[config.mk]
export PLATFORM = sky130hd
export DESIGN_NAME = crm_diag_seq
export DESIGN_NICKNAME = d
export VERILOG_FILES = /design/src/rtl/crm_diag_seq.sv
export SDC_FILE = /design/constraint.sdc
export NUM_CORES = 1
export LEC_CHECK = 0
export ABC_AREA = 0
export BUFFER_PORTS_ARGS = -buffer_cell sky130_fd_sc_hd__buf_2
export CORE_MARGIN = 4
export CORE_UTILIZATION = 50
export DETAILED_ROUTE_END_ITERATION = 6
export PLACE_DENSITY_LB_ADDON = 0.15
export SLEW_MARGIN = 10
export SYNTH_ARGS = -nofsm -noshare
export SYNTH_HDL_FRONTEND = slang
export SYNTH_SLANG_ARGS = --single-unit
[constraint.sdc]
create_clock -name clk_crm_00_h -period 3.4 [get_ports clk_crm_00_h]
set_input_delay 0.85 -clock clk_crm_00_h [delete_from_list [all_inputs] [get_ports clk_crm_00_h]]
set_output_delay 0.85 -clock clk_crm_00_h [all_outputs]
set_load 0.02 [all_outputs]
[src/rtl/crm_diag_seq.sv]
// crm_diag_seq -- CRAM diagnostic sequencer.
//
// Takes one request at a time and turns it into DIAG LOAD FUNC 05x /
// DIAG READ FUNC 14x bus transactions toward the CRM board slices:
//   op 00  load     : ADR(func 7), WR slices 0..N_SLICES-1
//   op 01  read     : ADR(func 7), RD slices 0..N_SLICES-1
//   op 10  load+vfy : ADR, WR slices, ADR, RD slices, CMP
//   op 11  reserved : behaves as read
// Each transaction holds the strobe for HOLD_CYC cycles, then one gap
// cycle with both strobes low.  diag_func_h and ebus_out_h stay stable
// for the whole transaction, gap included.
//
// Handshake: req_h is a request qualified only while the sequencer is
// idle (busy_h low and done_h low).  A request seen in IDLE is accepted
// on that edge; busy_h rises the next cycle and stays high until the
// sequencer returns to IDLE.  Requests while busy are dropped, not queued.
// done_h pulses for one cycle; rdata_h and err_h are valid with it and
// hold until the next accept.
//
// Ports:
//   clk_crm_00_h        clock, rising edge
//   mr_reset_01_h       synchronous active-high reset
//   req_h, op_h, adr_h, wdata_h      request and its operands
//   busy_h, done_h, err_h, rdata_h   status and read-back result
//   diag_load_strobe_h, diag_read_strobe_h, diag_func_h   diag bus control
//   ebus_out_h, ebus_in_h            diag bus data
//   state_dbg           current FSM state (debug visibility)

module crm_diag_seq #(
  parameter int WORD_W   = 84,
  parameter int SLICE_W  = 12,
  parameter int N_SLICES = 7,
  parameter int HOLD_CYC = 2
) (
  input  logic               clk_crm_00_h,
  input  logic               mr_reset_01_h,
  input  logic               req_h,
  input  logic [1:0]         op_h,
  input  logic [10:0]        adr_h,
  input  logic [WORD_W-1:0]  wdata_h,
  output logic               busy_h,
  output logic               done_h,
  output logic               err_h,
  output logic [WORD_W-1:0]  rdata_h,
  output logic               diag_load_strobe_h,
  output logic               diag_read_strobe_h,
  output logic [2:0]         diag_func_h,
  output logic [SLICE_W-1:0] ebus_out_h,
  input  logic [SLICE_W-1:0] ebus_in_h,
  output logic [2:0]         state_dbg
);

  typedef enum logic [2:0] {
    S_IDLE = 3'd0,
    S_ADR  = 3'd1,
    S_WR   = 3'd2,
    S_RD   = 3'd3,
    S_CMP  = 3'd4,
    S_DONE = 3'd5
  } state_t;

  localparam logic [3:0] HOLD_LAST  = 4'(HOLD_CYC - 1);
  localparam logic [3:0] GAP_CYC    = 4'(HOLD_CYC);
  localparam logic [2:0] LAST_SLICE = 3'(N_SLICES - 1);
  localparam logic [2:0] FUNC_ADR   = 3'd7;

  state_t              state;
  logic [1:0]          op_q;
  logic [10:0]         adr_q;
  logic [WORD_W-1:0]   wdata_q;
  logic                verify;   // set after the write pass of a load+verify
  logic [2:0]          slice;
  logic [3:0]          cyc;      // position inside the current transaction

  assign state_dbg = state;

  always_ff @(posedge clk_crm_00_h) begin
    if (mr_reset_01_h) begin
      state              <= S_IDLE;
      op_q               <= '0;
      adr_q              <= '0;
      wdata_q            <= '0;
      verify             <= 1'b0;
      slice              <= '0;
      cyc                <= '0;
      busy_h             <= 1'b0;
      done_h             <= 1'b0;
      err_h              <= 1'b0;
      rdata_h            <= '0;
      diag_load_strobe_h <= 1'b0;
      diag_read_strobe_h <= 1'b0;
      diag_func_h        <= '0;
      ebus_out_h         <= '0;
    end else begin
      case (state)
        S_IDLE: begin
          if (req_h) begin
            op_q               <= op_h;
            adr_q              <= adr_h;
            wdata_q            <= wdata_h;
            err_h              <= 1'b0;
            rdata_h            <= '0;
            verify             <= 1'b0;
            slice              <= '0;
            cyc                <= '0;
            busy_h             <= 1'b1;
            state              <= S_ADR;
            // The address transaction starts in the very next cycle.
            diag_load_strobe_h <= 1'b1;
            diag_func_h        <= FUNC_ADR;
            ebus_out_h         <= SLICE_W'(adr_h);
          end
        end

        S_ADR, S_WR, S_RD: begin
          if (cyc == GAP_CYC) begin
            // Gap cycle: end of this transaction, set up the next one so
            // its strobe is visible in the following cycle.
            cyc <= '0;
            if (state == S_ADR) begin
              // ops 00 and 10 have bit 0 clear; the verify flag turns the
              // second address pass of a load+verify into a read.
              if (!verify && !op_q[0]) begin
                state              <= S_WR;
                diag_load_strobe_h <= 1'b1;
                diag_func_h        <= 3'd0;
                ebus_out_h         <= wdata_q[SLICE_W-1:0];
              end else begin
                state              <= S_RD;
                diag_read_strobe_h <= 1'b1;
                diag_func_h        <= 3'd0;
                ebus_out_h         <= '0;
              end
            end else if (slice != LAST_SLICE) begin
              slice       <= slice + 3'd1;
              diag_func_h <= slice + 3'd1;
              if (state == S_WR) begin
                diag_load_strobe_h <= 1'b1;
                ebus_out_h         <= wdata_q[SLICE_W*(slice+3'd1) +: SLICE_W];
              end else begin
                diag_read_strobe_h <= 1'b1;
              end
            end else begin
              slice <= '0;
              if (state == S_WR && op_q == 2'b10) begin
                state              <= S_ADR;
                verify             <= 1'b1;
                diag_load_strobe_h <= 1'b1;
                diag_func_h        <= FUNC_ADR;
                ebus_out_h         <= SLICE_W'(adr_q);
              end else if (state == S_RD && op_q == 2'b10) begin
                state       <= S_CMP;
                diag_func_h <= '0;
                ebus_out_h  <= '0;
              end else begin
                state       <= S_DONE;
                done_h      <= 1'b1;
                diag_func_h <= '0;
                ebus_out_h  <= '0;
              end
            end
          end else begin
            if (cyc == HOLD_LAST) begin
              // Last strobe cycle: drop the strobe for the gap and, on a
              // read, take the slice the board is returning now.
              diag_load_strobe_h <= 1'b0;
              diag_read_strobe_h <= 1'b0;
              if (state == S_RD) begin
                rdata_h[SLICE_W*slice +: SLICE_W] <= ebus_in_h;
              end
            end
            cyc <= cyc + 4'd1;
          end
        end

        S_CMP: begin
          err_h  <= (rdata_h != wdata_q);
          done_h <= 1'b1;
          state  <= S_DONE;
        end

        S_DONE: begin
          done_h <= 1'b0;
          busy_h <= 1'b0;
          state  <= S_IDLE;
        end

        default: begin
          state <= S_IDLE;
        end
      endcase
    end
  end

endmodule

==> flow_metrics.py, run 1 <==
metrics = {
    "die": {
        "top_level_ports": 219,
        "die_w_um": 156.8,
        "die_h_um": 156.8,
        "core_area_mm2": 0.02182,
        "die-area_mm2": 0.02459,
        "initial_utilization_pct": 50.75,
        "rows": 54,
    },
    "worst_setup_path": {
        "worst-endpoint-required_ns": 3.81,
        "rrSetupSlack_ns": 0.28,
        "timing.critical_path.to_type": "register",
        "critical_path_peak_fanout": 8,
        "worst_setup_path_endpoint": "rdata_h[11]$_SDFFE_PP0P_",
        "crit_type": "reg2reg",
        "path_cells": "ha_1, fa_1, nand2b_1, nor2_1, ha_2, nor4bb_1, nand4_1, a21o_1, nand2_1, o21ai_0, o32ai_1",
        "critical_path_cell_count": 11,
        "cp_data_arrival_time_ns": 3.53,
        "timing.critical_path.slowest_stage_cell": "sky130_fd_sc_hd__fa_1",
        "worst-r2r-cell-count": 11,
        "reg2reg_from": "slice[1]$_SDFFE_PP0P_",
        "worst_setup_path_start_kind": "register",
        "buf_inv_stages_crit_path": 0,
        "crit_start": "slice[1]$_SDFFE_PP0P_",
        "regToRegEndpoint": "rdata_h[11]$_SDFFE_PP0P_",
        "max_stage_delay_ns": 0.45,
        "critical_path.top_delay_family": "simple AND/OR/NAND/NOR gates",
    },
    "synth": {
        "synth.area.top_cells": "sky130_fd_sc_hd__dfxtp_1 38%, sky130_fd_sc_hd__nand2_1 9.5%, sky130_fd_sc_hd__a21oi_1 6.3%",
        "synth.lib_cells_used.distinct": 71,
        "dominantRegCellSynth": "sky130_fd_sc_hd__dfxtp_1",
        "synthesis.nets": 1519,
        "proportion_of_register_bits_with_asynchronous_set_or_reset_after_synthesis_pct": 0,
        "yosys_warnings": 0,
        "postSynthCellCount": 1399,
        "number_of_enable_type_register_cells_in_the_synthesized_netlist": 0,
        "synth.ff_latch_count": 212,
        "post_synth.cell_area_avg_um2": 7.916,
        "synth_largest_area_cell": "sky130_fd_sc_hd__dfxtp_1",
        "synth.top_cell.area_share_pct": 38.32,
        "syn-cell-area_mm2": 0.01107,
        "ys_seq_area_share_pct": 38.32,
    },
    "global_route": {
        "grt.total_usage_pct": 33.42,
        "grt_max_degree": 100,
        "via_count_of_the_first_global_routing_pass": 10460,
        "grt_overflow_total": 0,
        "grt_first_pass_wirelength_um": 62970,
        "antenna_found_initial": 0,
    },
    "sta": {
        "rsz0062_at_grt": "no",
        "maxSlewHeadroom_pct": 33.14,
        "number_of_setup_violations_in_the_final_report": 0,
        "worst_clock_skew_ns": 0.02806,
        "period_minus_ws_final_ns": 3.120,
        "max_clock_freq_mhz": 320.5,
        "final_cycle_utilization_of_the_critical_path_pct": 91.78,
        "tightest_slew_ns": 0.9983,
        "finalHoldWorstSlack_ns": 0.4643,
        "setup-tns-final_ns": 0,
        "finalHoldViolations": 0,
        "timing.final.max_slew_violations": 0,
    },
    "route": {
        "dr_pass1_iterations": 5,
        "drt_iter0_drc": 1042,
        "drtAntennaViolNets": 0,
        "post-route-drc-count": 0,
        "routed-via-count": 11490,
        "via_to_cell_ratio": 6.081,
        "detail_route.wirelength_um": 42910,
        "post_drt_wl_per_cell_um": 22.70,
    },
    "power_and_ir_drop": {
        "leakagePower_nw": 5.189,
        "max-vdd-ir-drop_mv": 0.3163,
        "power.density_mw_per_mm2": 485.8,
    },
    "place": {
        "detailedPlacementHpwl_um": 32900,
        "io_buf_count": 218,
        "globalplace.congestion": 0.9841,
    },
    "min_path": {
        "holdCritPathClass": "reg2reg",
    },
    "clock_tree": {
        "cts.clk_slew.worst_paths_ns": 0.06,
        "tritoncts.num_buffers": 23,
        "h-tree-depth": 1,
        "cts_tree": "done",
        "cts_post_setup_buffers_inserted": 0,
        "tritoncts_num_sinks": 212,
        "worst_skew_pair.late_latency_ns": 0.53,
        "cts-root-buf": "sky130_fd_sc_hd__clkbuf_16",
        "cts_buffer_depth": 3,
    },
    "status": {
        "status": "finished, final reports clean",
    },
    "layout": {
        "finish.net_count": 1715,
        "syn2layout_area_growth_pct": 19.64,
        "antenna_cells": 0,
        "fraction_of_layout_cells_with_a_size_suffix_above_1_pct": 21.18,
    },
    "job": {
        "maxCapViolations": 0,
    },
}
## per-stage QoR
stage          utilization, %  setup WS (ns)  instances  power [mW]  area [µm²]
6_report                60.71         0.2796       1890       6.436       13250
5_1_grt                 60.71        0.01018       1890       6.677       13250
4_1_cts                 60.69         0.2381       1890       6.416       13240
3_5_place_dp            57.41         0.2800       1850       4.036       12530
3_3_place_gp            57.41         0.3642       1850       4.024       12530
2_1_floorplan               -       0.008331       1399       3.569       11080
## registers in the layout, indices dropped and copies added (netlist names)
| register | count |
|---|---|
| slice | 3 |
| rdata_h | 84 |
| diag_func_h | 3 |
| err_h | 1 |
| state_dbg | 3 |
| verify | 1 |
| busy_h | 1 |
| op_q | 2 |
| wdata_q | 84 |
| done_h | 1 |
| diag_load_strobe_h | 1 |
| cyc | 4 |
| diag_read_strobe_h | 1 |
| ebus_out_h | 12 |
| adr_q | 11 |
## cells in the mapped netlist, drive strengths merged (3+ instances only)
library cell  number
mux2i             23
o22ai              4
or2                5
a31oi             19
nor2              95
nand4             24
nor2b             23
ha                 7
a22oi             13
a211oi             8
and2               5
or3                4
dfxtp            212
nand4b             5
nor3              36
clkbuf            79
inv                7
nor4b              3
o31ai             12
nor4              23
o21a               6
a22o               7
a21oi            140
o41ai              4
nor3b              3
nand3b             8
nand2b            20
or4b               5
mux4              12
a21o               5
o211ai             8
a2111oi           10
xnor2             76
or4                3
mux2               4
buf               18
o2bb2ai           17
o21ai             63
xor2              19
a32o               5
and3               9
nand3             49
nand2            279
## power by group
group          internal, mW  switching (mW)  total (mW)
Sequential             2.62           0.149        2.77
Clock                  1.38            1.05        2.42
Combinational         0.443           0.804        1.25
Total                  4.44            2.00        6.44
## logic make-up (layout without fill, tap and decap cells)
group	Yosys count	in the layout	synth area share, %
AND/OR/NAND/NOR	602	602	25.27
AO/OA/AOI/OAI	339	339	19.30
flip-flops	212	212	38.32
buffers and inverters	104	315	3.695
XOR/XNOR	95	95	7.513
multiplexers	39	39	4.926
adder cells (fa/ha/maj)	8	8	0.9716
## how the worst min path moves through the flow
stage,from,depth (start not counted),end
final,adr_q[1]$_SDFFE_PP0P_,2,adr_q[1]$_SDFFE_PP0P_
after global routing,adr_q[1]$_SDFFE_PP0P_,2,adr_q[1]$_SDFFE_PP0P_
after CTS,adr_q[1]$_SDFFE_PP0P_,2,adr_q[1]$_SDFFE_PP0P_
after detailed placement,adr_q[1]$_SDFFE_PP0P_,2,adr_q[1]$_SDFFE_PP0P_
after global placement,diag_load_strobe_h$_SDFFE_PP0P_,1,diag_load_strobe_h$_SDFFE_PP0P_
after floorplan,adr_q[1]$_SDFFE_PP0P_,2,adr_q[1]$_SDFFE_PP0P_
## cells in the final DEF, fill, tap and decap left out, types with 7 or more instances in the layout
| cell | count |
|---|---|
| sky130_fd_sc_hd__mux2i_1 | 23 |
| sky130_fd_sc_hd__o31ai_1 | 7 |
| sky130_fd_sc_hd__o21ai_0 | 62 |
| sky130_fd_sc_hd__a31oi_1 | 19 |
| sky130_fd_sc_hd__xnor2_1 | 76 |
| sky130_fd_sc_hd__clkbuf_16 | 23 |
| sky130_fd_sc_hd__nor3_1 | 35 |
| sky130_fd_sc_hd__a2111oi_0 | 10 |
| sky130_fd_sc_hd__buf_4 | 51 |
| sky130_fd_sc_hd__nand3b_1 | 8 |
| sky130_fd_sc_hd__a21oi_1 | 140 |
| sky130_fd_sc_hd__a22o_1 | 7 |
| sky130_fd_sc_hd__inv_1 | 7 |
| sky130_fd_sc_hd__nor2b_1 | 23 |
| sky130_fd_sc_hd__buf_2 | 217 |
| sky130_fd_sc_hd__nand4_1 | 24 |
| sky130_fd_sc_hd__o211ai_1 | 7 |
| sky130_fd_sc_hd__nand2b_1 | 20 |
| sky130_fd_sc_hd__dfxtp_1 | 211 |
| sky130_fd_sc_hd__mux4_2 | 12 |
| sky130_fd_sc_hd__nor2_1 | 94 |
| sky130_fd_sc_hd__nor4_1 | 22 |
| sky130_fd_sc_hd__and3_1 | 9 |
| sky130_fd_sc_hd__nand2_1 | 279 |
| sky130_fd_sc_hd__a211oi_1 | 8 |
| sky130_fd_sc_hd__a22oi_1 | 13 |
| sky130_fd_sc_hd__o2bb2ai_1 | 17 |
| sky130_fd_sc_hd__nand3_1 | 49 |
| sky130_fd_sc_hd__xor2_1 | 19 |
## layout make-up
type | count | area [µm²]
well taps | 280 | 350.3
clock inverters | 7 | 42.54
inverters | 7 | 26.28
repair buffers | 268 | 1469
multi-input cells | 1083 | 6442
fillers | 2098 | 8574
clock buffers | 33 | 673.1
flip-flops and latches | 212 | 4245
## layer usage
layer | share of wire, % | global-route usage, % | up-vias
met5 | 0 | 0 | -
met4 | 4.5 | 13.97 | 0
met3 | 11 | 7.107 | 100
met2 | 43 | 50.12 | 701
met1 | 41 | 46.73 | 5346
li1 | - | - | 5346
## tightest hold or removal path, delay by kind of cell (launching register included)
family             cells  cell delay, ns
and+or+nand+nor        1            0.05
DFF                    1            0.31
AOI/OAI and AO/OA      1            0.05
## repair_timing
item / in CTS / in global routing
setup endpoints to repair: 0 / 5
resized for setup: 0 / 2
hold buffers: 0 / 0
Note: power is estimated with default switching activity, not from simulation.
==> inputs of run 2 (changes only) <==
- clock period: 3.4 -> 3.36 ns (I/O delays scaled with it)
==> run 2 against run 1 <==
Global-route usage grew 0.34 points. Sequential power is essentially flat. Fmax grew 0.33%. Non-clock buffer count grew 7. Register-to-register slack lost 0.03 ns. Clock-buffer cell count grew 2. Routed wire length grew 0.72%. Clock power grew 11%. Die area is the same. Critical endpoint unchanged.
==> flow_metrics.py, run 2 (synthesized netlist as in run 1, its figures left out) <==
metrics = {
    "layout": {
        "fraction_of_layout_cells_with_a_size_suffix_above_1_pct": 21.78,
        "antenna_cells": 0,
        "reg.largest.list": "rdata_h (84), wdata_q (84), ebus_out_h (12)",
        "finish.net_count": 1723,
        "syn2layout_area_growth_pct": 21.26,
        "fin_area_mm2": 0.01343,
        "multiInputGateArea_mm2": 0.006452,
        "final_cell_mix": "279 x sky130_fd_sc_hd__nand2_1, 217 x sky130_fd_sc_hd__buf_2, 210 x sky130_fd_sc_hd__dfxtp_1",
        "mostFrequentLayoutCell": "sky130_fd_sc_hd__nand2_1",
        "post-route-util_pct": 61.54,
        "seqCellArea_mm2": 0.004247,
        "layout.filler_cells": 2000,
    },
    "route": {
        "via_to_cell_ratio": 6.078,
        "routed-via-count": 11560,
        "detail_route.wirelength_um": 43220,
        "drtAntennaViolNets": 0,
        "post-route-drc-count": 0,
        "drt_iter0_drc": 1312,
        "post_drt_wl_per_cell_um": 22.74,
        "dr_pass1_iterations": 6,
    },
    "worst_setup_path": {
        "crit_start": "slice[1]$_SDFFE_PP0P_",
        "critical_path_peak_fanout": 16,
        "cp_data_arrival_time_ns": 3.53,
        "worst_setup_path_endpoint": "rdata_h[11]$_SDFFE_PP0P_",
        "regToRegEndpoint": "rdata_h[11]$_SDFFE_PP0P_",
        "worst_setup_path_start_kind": "register",
        "worst-endpoint-required_ns": 3.78,
        "max_stage_delay_ns": 0.52,
        "path_cells": "ha_1, fa_1, nand2b_1, nor2_1, ha_2, buf_4, nor2b_1, nand4_1, a21o_1, nand2_1, o21ai_0, o32ai_1",
        "rrSetupSlack_ns": 0.25,
        "worst-r2r-cell-count": 12,
        "crit_type": "reg2reg",
        "reg2reg_from": "slice[1]$_SDFFE_PP0P_",
        "timing.critical_path.slowest_stage_cell": "sky130_fd_sc_hd__fa_1",
        "timing.critical_path.to_type": "register",
    },
    "sta": {
        "rsz0062_at_grt": "no",
        "finalHoldViolations": 0,
        "maxSlewHeadroom_pct": 35.60,
        "tightest_slew_ns": 0.9660,
        "final_cycle_utilization_of_the_critical_path_pct": 92.56,
        "period_minus_ws_final_ns": 3.110,
        "max_clock_freq_mhz": 321.5,
        "worst_clock_skew_ns": 0.01064,
        "number_of_setup_violations_in_the_final_report": 0,
        "timing.final.max_slew_violations": 0,
        "setup-tns-final_ns": 0,
    },
    "power_and_ir_drop": {
        "max-vdd-ir-drop_mv": 0.3344,
        "power.density_mw_per_mm2": 503.9,
        "leakagePower_nw": 5.269,
        "fin_total_pwr_mw": 6.767,
    },
    "clock_tree": {
        "tritoncts_num_sinks": 212,
        "cts.clk_slew.worst_paths_ns": 0.06,
        "cts_tree": "done",
        "cts-resized-gates": 0,
        "tritoncts.num_buffers": 24,
        "cts_post_setup_buffers_inserted": 0,
        "worst_skew_pair.late_latency_ns": 0.52,
        "cts-root-buf": "sky130_fd_sc_hd__clkbuf_16",
        "cts_hold_repair.buffers": 0,
        "cts_buffer_depth": 3,
        "h-tree-depth": 1,
    },
    "place": {
        "globalplace.congestion": 1.031,
        "io_buf_count": 218,
        "detailedPlacementHpwl_um": 33220,
        "placedInstanceArea_mm2": 0.01261,
    },
    "die": {
        "initial_utilization_pct": 50.75,
        "die_w_um": 156.8,
        "die_h_um": 156.8,
        "rows": 54,
        "die-area_mm2": 0.02459,
        "top_level_ports": 219,
        "core_area_mm2": 0.02182,
    },
    "global_route": {
        "grt_first_pass_wirelength_um": 63850,
        "via_count_of_the_first_global_routing_pass": 10350,
        "grt_overflow_total": 0,
        "antenna_found_initial": 0,
        "grt.total_usage_pct": 33.75,
        "grt_max_degree": 100,
    },
    "min_path": {
        "holdCritPathClass": "reg2reg",
    },
    "job": {
        "maxCapViolations": 0,
    },
    "status": {
        "status": "finished, final reports clean",
    },
}
-- run 2: cell types whose count changed in the layout (fill, tap and decap cells not counted), moves of 2 or more --
cell and change:
sky130_fd_sc_hd__buf_12 +2, sky130_fd_sc_hd__buf_4 +5, sky130_fd_sc_hd__bufinv_16 +2, sky130_fd_sc_hd__clkbuf_1 +2, sky130_fd_sc_hd__clkbuf_16 +2, sky130_fd_sc_hd__clkbuf_8 -2, sky130_fd_sc_hd__clkinvlp_4 +2
-- run 2: worst max-delay path: cells and delay by family (launching register included) --
family | cells | cell delay, ns
DFF | 1 | 0.35
AOI/OAI and AO/OA | 3 | 0.60
and+or+nand+nor | 5 | 0.73
buffers and inverters | 1 | 0.24
adders and majority gates | 3 | 1.10
-- run 2: routing by layer --
| layer | GRT usage (%) | up-vias | part of all wire, % |
|---|---|---|---|
| met3 | 7.163 | 93 | 11 |
| met2 | 51.70 | 681 | 44 |
| met4 | 10.62 | 0 | 3.8 |
| met1 | 47.75 | 5415 | 42 |
| met5 | 0 | - | 0 |
| li1 | - | 5366 | - |
-- run 2: worst min path at each step --
stage	startpoint	to	cells after the start
detailed placement	adr_q[7]$_SDFFE_PP0P_	adr_q[7]$_SDFFE_PP0P_	2
CTS	adr_q[2]$_SDFFE_PP0P_	adr_q[2]$_SDFFE_PP0P_	2
floorplan	adr_q[1]$_SDFFE_PP0P_	adr_q[1]$_SDFFE_PP0P_	2
finish	adr_q[2]$_SDFFE_PP0P_	adr_q[2]$_SDFFE_PP0P_	2
global placement	adr_q[1]$_SDFFE_PP0P_	adr_q[1]$_SDFFE_PP0P_	2
global route	adr_q[6]$_SDFFE_PP0P_	adr_q[6]$_SDFFE_PP0P_	2
-- run 2: final cells by class --
class | instances | share of cell area [%]
multi-input combinational | 1083 | 48.05
clock buffer | 35 | 5.236
inverter | 7 | 0.1957
clock inverter | 9 | 0.7733
sequential | 212 | 31.62
timing repair buffer | 275 | 11.52
tap | 280 | 2.609
-- run 2: per-stage QoR --
| step | hold slack (ns) | cells | setup slack (ns) |
|---|---|---|---|
| after CTS | 0.4614 | 1901 | 0.2258 |
| final | 0.4657 | 1901 | 0.2499 |
| after detailed placement | 0.4523 | 1857 | 0.2656 |
| after floorplan | 0.4365 | 1399 | 0.05795 |
| after global placement | 0.4422 | 1857 | 0.3696 |
| after global routing | 0.4808 | 1901 | 0.07592 |
-- run 2: report_power, final --
part / total [mW] / switching [mW] / internal (mW)
logic: 1.28 / 0.821 / 0.460
clock network: 2.68 / 1.08 / 1.61
registers: 2.80 / 0.150 / 2.65
total: 6.77 / 2.05 / 4.72
